==> config.mk <==
export PLATFORM = sky130hd
export DESIGN_NAME = cdb_arbiter_flat
export DESIGN_NICKNAME = d
export VERILOG_FILES = /design/src/rtl/cdb_arbiter_if.sv /design/src/rtl/cdb_arbiter.sv /design/src/flat_wrapper.sv
export SDC_FILE = /design/constraint.sdc
export NUM_CORES = 1
export LEC_CHECK = 0
export CAP_MARGIN = 20
export CORE_AREA = 2 2 179 181
export DETAILED_ROUTE_END_ITERATION = 16
export DIE_AREA = 0 0 181 183
export HOLD_SLACK_MARGIN = 0.15
export PLACE_DENSITY = 0.77
export SLEW_MARGIN = 20
export SYNTH_ARGS = -nofsm -noshare
export SYNTH_HDL_FRONTEND = slang
export SYNTH_SLANG_ARGS = --single-unit
==> constraint.sdc <==
create_clock -name clock -period 16.7 [get_ports clock]
set_input_delay 5.01 -clock clock [delete_from_list [all_inputs] [get_ports clock]]
set_output_delay 5.01 -clock clock [all_outputs]
set_load 0.05 [all_outputs]
==> src/rtl/cdb_arbiter_if.sv <==
// cdb_arbiter_if: shared types and the completion-bus interface between execute units and the CDB arbiter
// Ports (interface signals): flush, hold, execute (requests); stall, complete,
// reg_file_write_tag, reg_file_write_value (arbiter responses).
package cdb_pkg;
    localparam int WAY = 2;
    localparam int NUM_FU_TYPE = 4;
    localparam int XLEN = 32;
    localparam int PHY_REG_LEN = 6;
    localparam int ROB_IDX_LEN = 5;
    typedef logic [XLEN-1:0] xlen_t;
    typedef logic [PHY_REG_LEN-1:0] phy_reg_tag_t;
    typedef logic [ROB_IDX_LEN-1:0] rob_index_t;
    typedef struct packed {
        logic         valid;
        phy_reg_tag_t phy_dest_reg;
        rob_index_t   rob_index;
        xlen_t        result;
    } result_packet_t;
    typedef struct packed {
        logic         valid;
        phy_reg_tag_t phy_dest_reg;
        rob_index_t   rob_index;
    } complete_packet_t;
endpackage

interface cdb_arbiter_if #(
    parameter int C_WIDTH = cdb_pkg::WAY,
    parameter int E_WIDTH = cdb_pkg::NUM_FU_TYPE * cdb_pkg::WAY
);
    logic                                       flush;
    logic                                       hold;
    cdb_pkg::result_packet_t   [E_WIDTH-1:0]    execute;
    logic                      [E_WIDTH-1:0]    stall;
    cdb_pkg::complete_packet_t [C_WIDTH-1:0]    complete;
    cdb_pkg::phy_reg_tag_t     [C_WIDTH-1:0]    reg_file_write_tag;
    cdb_pkg::xlen_t            [C_WIDTH-1:0]    reg_file_write_value;

    modport master (
        output flush, hold, execute,
        input  stall, complete, reg_file_write_tag, reg_file_write_value
    );
    modport slave (
        input  flush, hold, execute,
        output stall, complete, reg_file_write_tag, reg_file_write_value
    );
endinterface

==> src/rtl/cdb_arbiter.sv <==
// cdb_arbiter: round-robin arbiter granting up to C_WIDTH execute results per cycle onto the completion bus
// Ports: clock, reset (synchronous, active-high);
//        bus (slave): flush, hold, execute in; stall (combinational, 0 = granted) out;
//        complete, reg_file_write_tag, reg_file_write_value out, registered one cycle after the grant.
module cdb_arbiter
    import cdb_pkg::*;
#(
    parameter int C_WIDTH = WAY,
    parameter int E_WIDTH = NUM_FU_TYPE * WAY
) (
    input logic          clock,
    input logic          reset,
    cdb_arbiter_if.slave bus
);
    localparam int PTR_LEN = (E_WIDTH > 1) ? $clog2(E_WIDTH) : 1;

    logic [PTR_LEN-1:0] rr_ptr, ptr_nxt, idx, last;
    logic [E_WIDTH-1:0] grant;
    logic [PTR_LEN-1:0] sel [C_WIDTH];
    logic [C_WIDTH-1:0] sel_vld;
    logic               active;
    int                 cnt;

    assign active    = !reset && !bus.flush && !bus.hold;
    assign bus.stall = ~grant;
    assign ptr_nxt   = (last == PTR_LEN'(E_WIDTH - 1)) ? '0 : last + 1'b1;

    // Scan once around the ring starting at rr_ptr; the k-th hit lands in slot k.
    always_comb begin
        grant   = '0;
        sel     = '{default: '0};
        sel_vld = '0;
        cnt     = 0;
        idx     = rr_ptr;
        last    = rr_ptr;
        for (int j = 0; j < E_WIDTH; j++) begin
            idx = PTR_LEN'((int'(rr_ptr) + j) % E_WIDTH);
            if (active && bus.execute[idx].valid && cnt < C_WIDTH) begin
                grant[idx] = 1'b1;
                for (int k = 0; k < C_WIDTH; k++) begin
                    if (cnt == k) begin
                        sel[k]     = idx;
                        sel_vld[k] = 1'b1;
                    end
                end
                cnt  = cnt + 1;
                last = idx;
            end
        end
    end

    // Hold freezes both the pointer and the output bank; flush and reset clear them.
    always_ff @(posedge clock) begin
        if (reset || bus.flush) begin
            rr_ptr                   <= '0;
            bus.complete             <= '0;
            bus.reg_file_write_tag   <= '0;
            bus.reg_file_write_value <= '0;
        end else if (!bus.hold) begin
            rr_ptr <= |grant ? ptr_nxt : rr_ptr;
            for (int k = 0; k < C_WIDTH; k++) begin
                bus.complete[k]             <= sel_vld[k] ? complete_packet_t'{1'b1,
                                               bus.execute[sel[k]].phy_dest_reg,
                                               bus.execute[sel[k]].rob_index} : '0;
                bus.reg_file_write_tag[k]   <= sel_vld[k] ? bus.execute[sel[k]].phy_dest_reg : '0;
                bus.reg_file_write_value[k] <= sel_vld[k] ? bus.execute[sel[k]].result : '0;
            end
        end
    end
endmodule
==> src/flat_wrapper.sv <==
// flat-port wrapper written by rule: the top's interface ports become plain ports
module cdb_arbiter_flat import cdb_pkg::*;
#(
    parameter int C_WIDTH = WAY,
    parameter int E_WIDTH = NUM_FU_TYPE * WAY
)
  (clock, reset, bus_flush, bus_hold, bus_execute, bus_stall, bus_complete, bus_reg_file_write_tag, bus_reg_file_write_value);
  cdb_arbiter_if #(.C_WIDTH(C_WIDTH), .E_WIDTH(E_WIDTH)) bus_i ();
  input logic clock;
  input logic reset;
  input wire logic [$bits(bus_i.flush)-1:0] bus_flush;
  input wire logic [$bits(bus_i.hold)-1:0] bus_hold;
  input wire logic [$bits(bus_i.execute)-1:0] bus_execute;
  output wire logic [$bits(bus_i.stall)-1:0] bus_stall;
  output wire logic [$bits(bus_i.complete)-1:0] bus_complete;
  output wire logic [$bits(bus_i.reg_file_write_tag)-1:0] bus_reg_file_write_tag;
  output wire logic [$bits(bus_i.reg_file_write_value)-1:0] bus_reg_file_write_value;
  assign bus_i.flush = bus_flush;
  assign bus_i.hold = bus_hold;
  assign bus_i.execute = bus_execute;
  assign bus_stall = bus_i.stall;
  assign bus_complete = bus_i.complete;
  assign bus_reg_file_write_tag = bus_i.reg_file_write_tag;
  assign bus_reg_file_write_value = bus_i.reg_file_write_value;
  cdb_arbiter #(.C_WIDTH(C_WIDTH), .E_WIDTH(E_WIDTH)) u_core (.clock(clock), .reset(reset), .bus(bus_i));
endmodule
==> flow_summary.toml <==
[synthesis]
synth_fa_ha_area_frac = 0.02707
synth_compound_area_frac = 0.2994
yosysWarnings = 0
synthTopCellsByCount = "375 x nand2_1, 149 x nand3_1, 107 x mux2i_1"
synth_area_leaders = "dfxtp_1 16%, nand2_1 12%, mux2i_1 9.3%"
synth_xor_area_frac = 0.006497
ys_async_sr_fraction = 0
synth_edf_count = 0
muxShareOfSynthArea = 0.1375
synthFlopType = "dfxtp_1"
synth-seq-cells = 91
synth.avg_cell_area_um2 = 6.948
synth-simple-area-share = 0.2814
synth_most_common_cell = "nand2_1"
yosysSeqAreaShare = 0.1577
synth_area_um2 = 11550
synth.net_count = 2044
ys_types = 78
synth_top_area_frac = 0.1577
synth_top_family_by_area = "compound AO/OA/AOI/OAI gates"
syn_inst = 1663
synth_top_cell_by_area = "dfxtp_1"

[sta]
setup_violations = 0
max_freq_mhz = 61.17
fin_tns_setup_ns = 0
worstMarginPinSlew_ns = 1.128
slew_violations = 0
rsz0062_at_grt = "false"
min_period_ns = 16.35
skew_ns = 0.01791
final_hold_viol_count = 0
slew_headroom = 0.2482
fin_ws_ns = 0.3513
finalCritPeriodShare = 0.9790

[setup_path]
reg2reg_from = "u_core.rr_ptr[1]"
cp_data_arrival_time_ns = 11.34
cp-end-kind = "primary output"
crit_type = "in -> out"
rrSetupSlack_ns = 7.46
cp_data_required_time_ns = 11.69
slowest_stage = "clkdlybuf4s50_1"
worstRegToRegCells = 33
crit_path_start_kind = "primary input"
reg2reg_to = "u_core.bus.reg_file_write_value[47]"
cpPeakStageDelay_ns = 0.62
worst-path-max-fanout = 7

[layout]
nets = 2388
fin_area_um2 = 16640
layout-drive-gt1-share = 0.08400
stdcell_count = 2420
area_delta_synth_final_pct = 44.05

[drt]
drtIter0Drc = 1680
drc = 0
detail-route-antenna-nets = 0
dr.pass1.iters = 5
vias = 15500
vias_per_cell = 6.403
post_drt_wl_per_cell_um = 25.72
routed_wl_mm = 62.24

[pwr]
powerDensity_nw_per_um2 = 147.1
p_leak_nw = 6.489
vdd_ir_drop_max_mv = 0.1840

[floorplanning]
fp.dieH_um = 183
core_um2 = 31230
die_area_um2 = 33120
die_x_um = 181
io_pins = 464
rows = 65
start_util = 0.3700

[clock_tree]
h-tree-depth = 3
numCtsBuffers = 9
cts_tree = "done"
clk_latency_ns = 0.37
clkTransAtPathRegs_ns = 0.07
ctsRootBufferMaster = "clkbuf_16"
cts_max_path_buffers = 2
cts_hold_buffers = 0
cts_setup_buffers = 0
clock_sinks = 91

[min_path]
whs_endpoint = "u_core.bus.complete[11]"
worstHoldPathCells = 2
hp-class = "reg -> reg"
hp-start = "u_core.bus.complete[11]"

[grt]
track_usage = 0.3566
grt_pass1_vias = 15010
grt_pass1_wl_mm = 91.51
grt_max_degree = 87
globalRouteOverflowTotal = 0
antenna_found_initial = 5

[flow_run]
maxCapViolations = 0

[placed_design]
hpwl_mm = 42.71
place_area_um2 = 16300
dp.cells = 2397
place_congestion = 0.9815
pre_cts_ws_ns = 0.3815
port_buffers = 463

[outcome]
status = "finished, final reports clean"
==> critical path: cells and delay by family <==
kind | cells | cell delay [ns]
compound gates | 6 | 0.80
mux | 3 | 1.04
simple gates | 13 | 2.01
fa+ha+maj | 5 | 1.51
buf+inv | 3 | 0.98
==> power breakdown <==
part           internal, mW  switching [mW]  leakage [nW]
Sequential            0.261          0.0308         0.736
Clock                 0.125           0.103         0.153
Combinational         0.664            1.27          5.60
==> state kept, by name, summed over array words and instances (netlist names) <==
register                         flops
u_core.bus.complete                 12
u_core.bus.reg_file_write_tag       12
u_core.bus.reg_file_write_value     64
u_core.rr_ptr                        3
==> cells by family after synthesis <==
group / after synthesis
AOI/OAI and AO/OA: 458
xor gates and xnor gates: 7
and+or+nand+nor: 711
buffers and inverters: 231
DFF: 91
adders and majority gates: 25
muxes: 140
==> layout by cell type, fill, tap and decap left out, types with 44 or more instances in the layout <==
cell,instances
a31oi_1,49
and3_1,96
buf_4,48
o211ai_1,52
clkdlybuf4s50_1,454
dfxtp_1,91
nand2_1,373
mux2i_1,107
inv_1,52
nand3_1,149
o2111ai_1,44
a211oi_1,44
a21oi_1,105
a32oi_1,44
==> worst max path at each step <==
stage | slack [ns] | cells past startpoint | endpoint | start
after floorplan | 1.11 | 24 | bus_stall[0] | bus_hold
after global placement | 0.51 | 30 | bus_stall[6] | bus_execute[307]
after detailed placement | 0.38 | 30 | bus_stall[6] | bus_execute[307]
after CTS | 0.37 | 30 | bus_stall[6] | bus_execute[307]
after global routing | 0.03 | 31 | bus_stall[4] | bus_execute[307]
final | 0.35 | 30 | bus_stall[7] | bus_execute[307]
==> routing by layer <==
layer  track usage  vias to the layer above  share of wire
met5             0                        -              0
met4        0.2023                        0          0.058
met3       0.07248                      240          0.096
met2        0.6080                     1078           0.47
met1        0.4191                     7295           0.37
li1              -                     6882              -
==> cell type report <==
| type | count | area (µm²) |
|---|---|---|
| antenna | 6 | 15.01 |
| clock buffer | 12 | 256.5 |
| clock inverter | 4 | 48.80 |
| fill | 3027 | 14590 |
| inverter | 57 | 214.0 |
| multi-input combinational | 1341 | 8781 |
| sequential | 91 | 1822 |
| tap | 402 | 503.0 |
| timing repair buffer | 507 | 5005 |
==> timing repair <==
item / in CTS / in global routing
endpoints found under the hold margin: 0 / 0
endpoints found under the setup margin: 0 / 6
resized for setup: 0 / 1
==> metrics by stage <==
stage	util	power [mW]	hold slack, ns
3_5_place_dp	0.5220	2.179	0.4914
3_3_place_gp	0.5220	2.164	0.4756
4_1_cts	0.5318	2.410	0.5083
6_report	0.5330	2.448	0.5050
5_1_grt	0.5327	2.565	0.5205
2_1_floorplan	-	1.574	0.7457
No activity file was read; power rests on OpenSTA's default activity.
